## config.mk

```make
export PLATFORM = sky130hd
export DESIGN_NAME = two_out_of_five_scan_ctrl
export DESIGN_NICKNAME = d
export VERILOG_FILES = /design/src/rtl/two_out_of_five_scan_ctrl.sv
export SDC_FILE = /design/constraint.sdc
export NUM_CORES = 1
export LEC_CHECK = 0
export CORE_MARGIN = 3
export CORE_UTILIZATION = 50
export DETAILED_ROUTE_END_ITERATION = 10
export HOLD_SLACK_MARGIN = 0.08
export PLACE_DENSITY_LB_ADDON = 0.1
export SYNTH_ARGS = -nofsm -noshare
export SYNTH_HDL_FRONTEND = slang
export SYNTH_SLANG_ARGS = --single-unit
```

## constraint.sdc

```tcl
create_clock -name clk -period 4.2 [get_ports clk]
set_input_delay 0.63 -clock clk [delete_from_list [all_inputs] [get_ports clk]]
set_output_delay 0.63 -clock clk [all_outputs]
set_load 0.02 [all_outputs]
```

## src/rtl/two_out_of_five_scan_ctrl.sv

```systemverilog
// 2-out-of-5 switch front end: synchronise, debounce, commit, decode (7-4-2-1-0)
// and column-scan the decoded digit's 5x7 glyph onto the LED matrix.
module two_out_of_five_scan_ctrl #(
    parameter int DIV = 50000,
    parameter int DEB = 1000000
) (
    input  logic       clk,
    input  logic       rst_n,
    input  logic [4:0] code_in,
    output logic [6:0] row,
    output logic [4:0] col,
    output logic [3:0] digit,
    output logic       valid,
    output logic       err,
    output logic       upd
);
    localparam int PW = (DIV > 1) ? $clog2(DIV) : 1;
    localparam int CW = (DEB > 1) ? $clog2(DEB) : 1;
    localparam logic [PW-1:0] PRE_LAST = PW'(DIV - 1);
    localparam logic [CW-1:0] CNT_LAST = CW'(DEB - 1);

    logic [4:0]    sync1_reg, sync_reg, cand_reg, word_reg;
    logic [CW-1:0] cnt_reg;
    logic          pending_reg;
    logic [PW-1:0] pre_reg, pre_next;
    logic [2:0]    idx_reg, idx_next;
    logic [6:0]    row_reg, row_next;
    logic [4:0]    col_reg, col_next, col_onehot;
    logic [3:0]    digit_reg, dec_digit;
    logic          valid_reg, err_reg, upd_reg, dec_valid;
    logic [34:0]   glyph_bits;
    logic [6:0]    glyph_col;

    // Decode of the candidate word, used only at the commit edge.
    always_comb begin
        dec_valid = 1'b1;
        dec_digit = 4'hF;
        case (cand_reg)
            5'b11000: dec_digit = 4'd0;
            5'b00011: dec_digit = 4'd1;
            5'b00101: dec_digit = 4'd2;
            5'b00110: dec_digit = 4'd3;
            5'b01001: dec_digit = 4'd4;
            5'b01010: dec_digit = 4'd5;
            5'b01100: dec_digit = 4'd6;
            5'b10001: dec_digit = 4'd7;
            5'b10010: dec_digit = 4'd8;
            5'b10100: dec_digit = 4'd9;
            default:  dec_valid = 1'b0;
        endcase
    end

    always_ff @(posedge clk) begin
        if (!rst_n) begin
            sync1_reg   <= '0;
            sync_reg    <= '0;
            cand_reg    <= '0;
            cnt_reg     <= '0;
            word_reg    <= '0;
            pending_reg <= 1'b1;
            upd_reg     <= 1'b0;
            digit_reg   <= '0;
            valid_reg   <= 1'b0;
            err_reg     <= 1'b0;
        end else begin
            sync1_reg <= code_in;
            sync_reg  <= sync1_reg;
            upd_reg   <= 1'b0;
            if (sync_reg != cand_reg) begin
                cand_reg <= sync_reg;
                cnt_reg  <= '0;
            end else if (cnt_reg != CNT_LAST) begin
                cnt_reg <= cnt_reg + 1'b1;
            end
            // The first word after reset commits even if it matches the reset word.
            if (cnt_reg == CNT_LAST && (cand_reg != word_reg || pending_reg)) begin
                word_reg    <= cand_reg;
                pending_reg <= 1'b0;
                upd_reg     <= 1'b1;
                digit_reg   <= dec_digit;
                valid_reg   <= dec_valid;
                err_reg     <= ~dec_valid;
            end
        end
    end

    always_comb begin
        pre_next = pre_reg + 1'b1;
        idx_next = idx_reg;
        if (pre_reg == PRE_LAST) begin
            pre_next = '0;
            idx_next = (idx_reg == 3'd4) ? 3'd0 : idx_reg + 3'd1;
        end
    end

    generate
        for (genvar gi = 0; gi < 5; gi++) begin : g_onehot
            assign col_onehot[gi] = (idx_next == 3'(4 - gi));
        end
    endgenerate

    // Glyph columns packed left (c1) to right (c5), bit0 of each = top row.
    always_comb begin
        case (digit_reg)
            4'd0:    glyph_bits = {7'h3E, 7'h51, 7'h49, 7'h45, 7'h3E};
            4'd1:    glyph_bits = {7'h00, 7'h42, 7'h7F, 7'h40, 7'h00};
            4'd2:    glyph_bits = {7'h42, 7'h61, 7'h51, 7'h49, 7'h46};
            4'd3:    glyph_bits = {7'h21, 7'h41, 7'h45, 7'h4B, 7'h31};
            4'd4:    glyph_bits = {7'h18, 7'h14, 7'h12, 7'h7F, 7'h10};
            4'd5:    glyph_bits = {7'h27, 7'h45, 7'h45, 7'h45, 7'h39};
            4'd6:    glyph_bits = {7'h3C, 7'h4A, 7'h49, 7'h49, 7'h30};
            4'd7:    glyph_bits = {7'h01, 7'h71, 7'h09, 7'h05, 7'h03};
            4'd8:    glyph_bits = {7'h36, 7'h49, 7'h49, 7'h49, 7'h36};
            4'd9:    glyph_bits = {7'h06, 7'h49, 7'h49, 7'h29, 7'h1E};
            default: glyph_bits = '0;
        endcase
        case (idx_next)
            3'd0:    glyph_col = glyph_bits[34:28];
            3'd1:    glyph_col = glyph_bits[27:21];
            3'd2:    glyph_col = glyph_bits[20:14];
            3'd3:    glyph_col = glyph_bits[13:7];
            default: glyph_col = glyph_bits[6:0];
        endcase
    end

    // Outputs are registered from the next scan position so col lines up with pre.
    always_comb begin
        col_next = '0;
        row_next = '0;
        if (pre_next != '0) begin
            col_next = col_onehot;
            if (valid_reg) begin
                row_next = glyph_col;
            end
        end
    end

    always_ff @(posedge clk) begin
        if (!rst_n) begin
            pre_reg <= '0;
            idx_reg <= '0;
            row_reg <= '0;
            col_reg <= '0;
        end else begin
            pre_reg <= pre_next;
            idx_reg <= idx_next;
            row_reg <= row_next;
            col_reg <= col_next;
        end
    end

    assign row   = row_reg;
    assign col   = col_reg;
    assign digit = digit_reg;
    assign valid = valid_reg;
    assign err   = err_reg;
    assign upd   = upd_reg;
endmodule

```

[Word level (Yosys, flattened, before mapping)]
Memories as Yosys holds them, arrays and structs flattened. A register that Yosys moved wholly into a read port is not among the register bits.
Index checks and enable logic that the tools add are counted.
Storage, ports and cells
  register bits after elaboration: 79
  ROM bits: 560
  bits of input ports: 7
  output and inout bits: 19
  logic and storage cells: 57
  memories: 1
Operators by class
  add/sub/neg operators: 3
  equality and inequality tests: 20
  mux-type cells: 9
  bitwise gates (word level): 2
  reductions and logical operators: 8
Memory list
  (no name shown): words 16, width 35, read ports 1, clocked after memory_dff 1, wr ports 0, line 104  | case (digit_reg)
Operators with widths (count)
  $pmux 4 s10: 1
  $pmux 7 s4: 1
  $add 20x1->20 const B: 1
  $eq 20x20->1 const B: 1
  $eq 5x5->1 const B: 4
  $ne 20x20->1 const B: 1
  $add 16x1->16 const B: 1
  $eq 16x16->1 const B: 1
  $mux 16: 1
  $reduce_bool 16->1: 1
  $eq 5x4->1 const B: 3
  $eq 5x3->1 const B: 2
  $ne 5x5->1: 2
  $reduce_or 10->1: 1
  $mux 4: 2
  $eq 3x2->1 const B: 2
  $eq 3x3->1 const B: 2
  $mux 3: 2
  $eq 5x2->1 const B: 1
  $add 3x1->3 const B: 1
  $eq 3x1->1 const B: 1
  $logic_not 3->1: 1
  $reduce_and 3->1: 1
  $mux 1: 2
  other kinds (5): 6

[Longest topological paths before layout]
Gate-level depths: netlist (run 1).
  word-level depth: 5
  gate-level depth with buffers: 13

[Least setup slack after synthesis (run 1)]
OpenSTA, ideal clock, no wires.
  path type: reg2reg
  start: register cnt_reg[6]
  end: register, netlist name glyph_bits[21]
  data arrival time: 3.004 ns
  path slack: 1.101 ns
  stages on the path, launching flop included: 12
  buffers on the path: 2
  period minus slack after synthesis: 3.099 ns
  cell sequence: dfxtp_1 > or4b_1 > nor4_1 > and4_1 > buf_4 > o211ai_2 > o211a_1 > inv_1 > buf_4 > ha_1 > or4bb_1 > a221oi_1
On the way
  longest elaborated chain between the ends: 4
RTL lines
  start, declared: line 23  | logic [CW-1:0] cnt_reg;
  start signal, assigned: line 73  | cnt_reg <= cnt_reg + 1'b1;
  $eq 20x20->1: line 76  | if (cnt_reg == CNT_LAST && (cand_reg != word_reg || pending_reg)) begin
  $logic_and 1x1->1: line 76
  $mux 4 (no source line) (2 in a row)
No other way between the ends.
A chain may end at the register's enable or synchronous reset.

[Worst setup path in the final report (run 1)]
  start: register cnt_reg[6]
  end: register, netlist name glyph_bits[21]
On the way
  longest elaborated chain between the ends: 4
RTL lines (line)
  $eq 20x20->1: 76
  $logic_and 1x1->1: 76
  $mux 4 (no source line) (2 in a row)
No other way between the ends.

==> results.py, run 1 <==
metrics = {
    "detailed_routing": {
        "drcViolationCount": 0,
        "vias": 3762,
        "met2_length_um": 4396,
        "route.met3.wl_um": 271,
        "wl_per_cell_um": 13.76,
        "wl_um": 9576,
        "detail-route-antenna-nets": 0,
        "vias_per_cell": 5.405,
        "m1WireLength_um": 4781,
        "first_iter_violations": 158,
        "top_layer_used": "met4",
        "firstDrtPassIters": 4,
    },
    "pwr": {
        "ir_worst_vdd_v": 0.0001859,
        "comb_power_share_pct": 3.1,
        "switching_share_pct": 23.89,
        "seqPwrFrac_pct": 62.2,
        "p_int_mw": 1.302,
        "p_leak_nw": 2.225,
        "power_switching_mw": 0.4086,
        "clkPwrFrac_pct": 34.6,
        "p_per_area_mw_per_mm2": 312.3,
    },
    "worst_setup_path": {
        "worstPathArrival_ns": 3.83,
        "crit_path_max_fanout": 15,
        "critical_path_required_ns": 4.47,
        "cp-end-kind": "register",
        "cpMaxStageDelayCell": "or4b_1",
        "regToRegStartpoint": "cnt_reg[6]",
        "cpLargestDelayFamily": "simple AND/OR/NAND/NOR gates",
        "cp_cell_sequence": "or4b_1, nor4_1, and4_1, o211ai_2, o211a_1, inv_1, ha_1, or4bb_1, a221oi_1",
        "critPathBufInv": 1,
        "startpoint_type": "register",
        "startpoint": "cnt_reg[6]",
        "timing.critical_path.slowest_cell_delay_ns": 0.53,
        "worstSetupPathType": "reg2reg",
    },
    "placed_design": {
        "place_congestion": 0.8717,
        "portBuffers": 25,
        "dp_hpwl_um": 6842,
        "dp.cells": 680,
    },
    "final_layout": {
        "largest_register_ff_count": 31,
        "final_common_cell": "dfxtp_1",
        "nNetsFinal": 577,
        "stdcell_count": 696,
        "final_cell_mix": "dfxtp_1, nand2_1, nor2_1",
        "fillers": 937,
        "n_antenna_cell": 0,
        "drive_gt1_share_pct": 7.282,
        "area_growth_pct": 8.021,
    },
    "job": {
        "maxCapViolCount": 0,
    },
    "clock_tree": {
        "cts_max_level": 3,
        "cts_resized": 0,
        "post-cts-setup-buffers": 0,
        "cts.clk_slew.worst_paths_ns": 0.10,
        "cts_buffers": 9,
        "cts-root-buf": "clkbuf_8",
        "ctsHoldBuffers": 0,
        "cts.path.max_buffers": 2,
        "cts_tree": "built",
        "cts_sinks": 110,
        "insertion_delay_ns": 0.37,
    },
    "sta": {
        "slew_viol_final": 0,
        "rsz0062_at_grt": "no",
        "hold_viol_final": 0,
        "setup-tns-final_ns": 0,
        "finClkSkew_ns": 0.008077,
        "period_minus_slack_ns": 3.551,
        "worst_slew_pin_slew_ns": 0.7846,
        "setup_viol": 0,
        "relSlewSlack_pct": 47.26,
        "finalCritPeriodShare_pct": 84.56,
        "hold_slack_ns": 0.4421,
        "fmax_mhz": 281.6,
    },
    "logic_synthesis": {
        "synth_cells": 551,
        "yosysWarnings": 0,
        "yosys.area_share.adder_pct": 2.962,
        "synth_flop_cell": "dfxtp_1",
        "yosys.area_share.simple_pct": 24.21,
        "synth.distinct_cells": 73,
        "synth_area_per_cell_um2": 9.201,
        "synth-xor-area-share_pct": 8.638,
        "synthMuxAreaShare_pct": 2.196,
        "synth_edf_count": 0,
        "async_reset_ff_share_pct": 0,
        "synth-seq-cells": 110,
        "synth_top_family_by_area": "simple AND/OR/NAND/NOR gates",
        "syn_area_mm2": 0.005070,
        "syn_nets": 570,
        "synth-compound-area-share_pct": 13.35,
        "yosysSeqAreaShare_pct": 43.44,
    },
    "global_routing": {
        "antenna_found_initial": 0,
        "grt_pass1_wl_um": 16960,
        "grt_use_total_pct": 18.15,
        "grt_pass1_vias": 3578,
        "grt_overflow": 0,
        "grt_max_degree": 43,
    },
    "worst_hold_path": {
        "hold_start": "sync1_reg[3]",
        "hp-class": "reg2reg",
    },
    "die": {
        "start_util_pct": 51.63,
        "dieWidth_um": 106.7,
        "num_rows": 36,
        "core_area_mm2": 0.009819,
        "fp.dieH_um": 106.7,
        "pin_count": 26,
        "die-area_mm2": 0.01138,
    },
    "status": {
        "outcome": "completed",
    },
}
==> layer usage <==
metal  GRT usage [%]  up-vias
met5               0        -
met4           6.575        0
met3           2.408       12
met2           29.00       61
met1           25.21     1737
li1                -     1952
==> final cells by class <==
cell class,count,area [um^2],area share (%)
Sequential cell,110,2202,40.21
Clock inverter,7,58.81,1.074
Timing Repair Buffer,29,280.3,5.118
Multi-Input combinational cell,397,2604,47.54
Tap cell,133,166.4,3.039
Clock buffer,9,123.9,2.262
Inverter,11,41.29,0.7539
==> synthesized netlist by cell type (5+ instances only) <==
library cell    n  area share (%)
nor4_1          8            0.99
or3_1           5            0.62
o211a_1         7             1.4
nand4_1        14             1.7
nor2_1         51             3.8
buf_4           5            0.74
clkbuf_1       17             1.3
a21boi_0        6            0.89
and2_1         17             2.1
inv_1          10            0.74
xor2_1         27             4.7
nand3_1        17             1.7
o21ai_0        15             1.5
xnor2_1        23             4.0
mux2i_1        10             2.0
a21o_1          8             1.2
nand2_1        53             3.9
and3_1         17             2.1
nor3_1          8            0.79
dfxtp_1       110              43
ha_1           12             3.0
a21oi_1        20             2.0
==> power groups by stage <==
stage               logic [mW]  clock network (mW)  registers, mW
detailed placement      0.0540                   0           1.09
CTS                     0.0542               0.614           1.06
floorplan               0.0434                   0           1.08
finish                  0.0535               0.592           1.06
global placement        0.0533                   0           1.09
global route            0.0607               0.655           1.07
==> path summary, 6_finish.rpt <==
kind / to / slack (ns) / cells after the start
worst min-delay path: sync_reg[3] / 0.44 / 1
worst max register to register: glyph_bits[21] / 0.65 / 9
worst min register to register: sync_reg[3] / 0.44 / 1
worst max-delay path: glyph_bits[21] / 0.65 / 9
==> cells by family after synthesis <==
family | count (synthesis)
and+or+nand+nor | 230
AOI/OAI and AO/OA | 94
xor gates and xnor gates | 50
muxes | 11
adders and majority gates | 12
DFF | 110
buffers and inverters | 44
==> per-stage QoR <==
stage | util (%) | power, mW | cell area (um^2) | setup WS, ns
final | 55.77 | 1.710 | 5477 | 0.6487
after global routing | 55.77 | 1.782 | 5477 | 0.3534
after CTS | 55.77 | 1.733 | 5477 | 0.6666
after detailed placement | 53.91 | 1.143 | 5294 | 0.7224
after global placement | 53.91 | 1.142 | 5294 | 0.8076
after floorplan | - | 1.127 | 5070 | 1.101
Note: power is estimated with default switching activity, not from simulation.
==> inputs of run 2 (changes only) <==
Clock period 4.2 ns to 3.1 ns, I/O delays scaled along.
==> run 2 against run 1 <==
Wire length up 4.4%. Critical endpoint unchanged. Critical path depth unchanged. Final cell count is 2.6% higher. Sequential share of layout area fell by 1.2 points. Non-clock buffer count increased by 18. First-iteration DRC count shrank 8.9%. Clock power is 44% higher. Clock-buffer cell count unchanged. Via count grew 3.6%.
==> results.py, run 2 (synthesis results as in run 1) <==
metrics = {
    "global_routing": {
        "grt_overflow": 0,
        "grt_max_degree": 25,
        "grt_use_total_pct": 18.47,
        "grt_pass1_vias": 3669,
        "antenna_found_initial": 0,
        "grt_pass1_wl_um": 17240,
    },
    "final_layout": {
        "drive_gt1_share_pct": 10.50,
        "area_growth_pct": 11.23,
        "final_common_cell": "dfxtp_1",
        "n_antenna_cell": 0,
        "stdcell_count": 714,
        "nNetsFinal": 595,
        "final_cell_mix": "dfxtp_1, nand2_1, nor2_1",
        "fin_util_pct": 57.43,
        "fillers": 916,
        "largest_register_ff_count": 31,
    },
    "worst_setup_path": {
        "critical_path_required_ns": 3.38,
        "startpoint_type": "register",
        "crit_path_max_fanout": 6,
        "cp-end-kind": "register",
        "worstPathArrival_ns": 3.13,
        "worstSetupPathType": "reg2reg",
    },
    "clock_tree": {
        "cts_buffers": 9,
        "cts.path.max_buffers": 2,
        "cts.clk_slew.worst_paths_ns": 0.11,
        "cts_tree": "built",
        "cts_sinks": 110,
        "ctsHoldBuffers": 0,
        "post-cts-setup-buffers": 0,
        "insertion_delay_ns": 0.37,
        "cts-root-buf": "clkbuf_8",
        "cts_max_level": 3,
    },
    "detailed_routing": {
        "detail-route-antenna-nets": 0,
        "vias_per_cell": 5.457,
        "drcViolationCount": 0,
        "wl_um": 9997,
        "firstDrtPassIters": 4,
        "wl_per_cell_um": 14.00,
        "first_iter_violations": 144,
        "vias": 3896,
    },
    "pwr": {
        "p_total_mw": 2.370,
        "p_leak_nw": 2.324,
        "p_per_area_mw_per_mm2": 420.2,
        "ir_worst_vdd_v": 0.0002803,
    },
    "sta": {
        "slew_viol_final": 0,
        "relSlewSlack_pct": 52.05,
        "setup-tns-final_ns": 0,
        "worst_slew_pin_slew_ns": 0.7193,
        "finalCritPeriodShare_pct": 91.96,
        "setup_viol": 0,
        "rsz0062_at_grt": "no",
        "period_minus_slack_ns": 2.851,
        "fmax_mhz": 350.8,
        "hold_slack_ns": 0.4418,
        "finClkSkew_ns": 0.01101,
        "hold_viol_final": 0,
    },
    "die": {
        "dieWidth_um": 106.7,
        "pin_count": 26,
        "start_util_pct": 51.63,
        "core_area_mm2": 0.009819,
        "die-area_mm2": 0.01138,
        "fp.dieH_um": 106.7,
        "num_rows": 36,
    },
    "placed_design": {
        "dp_hpwl_um": 7241,
        "dp.cells": 698,
        "portBuffers": 25,
        "place_congestion": 0.8611,
    },
    "job": {
        "maxCapViolCount": 0,
    },
    "status": {
        "outcome": "completed",
    },
    "worst_hold_path": {
        "hp-class": "reg2reg",
    },
}
[run 2: final cells by class]
| class | count | area [um^2] | area share (%) |
|---|---|---|---|
| flip-flops and latches | 110 | 2202 | 39.05 |
| well taps | 133 | 166.4 | 2.951 |
| clock inverters | 7 | 77.57 | 1.376 |
| inverters | 11 | 41.29 | 0.7322 |
| multi-input cells | 397 | 2613 | 46.33 |
| repair buffers | 47 | 415.4 | 7.366 |
| clock buffers | 9 | 123.9 | 2.197 |
[run 2: metrics by stage]
step                      setup slack, ns  area (um^2)
after global placement             0.1506         5429
after detailed placement          0.09507         5429
final                              0.2492         5639
after global routing              0.05127         5639
after CTS                         0.06520         5630
after floorplan                 0.0009208         5070
[run 2: power by group]
| group | leakage (nW) | switching (mW) | internal [mW] |
|---|---|---|---|
| clock | 0.0983 | 0.529 | 0.320 |
| sequential | 0.890 | 0.0145 | 1.43 |
| combinational | 1.34 | 0.0416 | 0.0367 |
| total | 2.32 | 0.586 | 1.78 |
[run 2: routing by layer]
| layer | vias to the layer above | global-route usage (%) | share of wire [%] |
|---|---|---|---|
| met4 | 0 | 6.849 | 0.85 |
| met1 | 1826 | 24.57 | 48 |
| met3 | 7 | 2.890 | 3.7 |
| met5 | - | 0 | 0 |
| li1 | 1983 | - | - |
| met2 | 80 | 30.35 | 47 |
[run 2: worst paths after layout]
check	from	endpoint	slack, ns	depth (start not counted)
max	cnt_reg[14]	glyph_bits[21]	0.25	9
max reg2reg	cnt_reg[14]	glyph_bits[21]	0.25	9
min	sync1_reg[4]	sync_reg[4]	0.44	1
min reg2reg	sync1_reg[4]	sync_reg[4]	0.44	1
[run 2: what timing repair did]
action / 4_1_cts / 5_1_grt
hold endpoints to repair: 0 / 0
setup endpoints to repair: 0 / 5
resized for setup: 0 / 3
[run 2: worst max-delay path, stage by stage (launching register included)]
cell and delay, ns:
dfxtp_1 0.38, or4b_1 0.48, nor4_2 0.20, and4_4 0.31
nand4_1 0.14, o211a_1 0.18, inv_1 0.15, ha_1 0.19
or4bb_1 0.47, a221oi_1 0.26
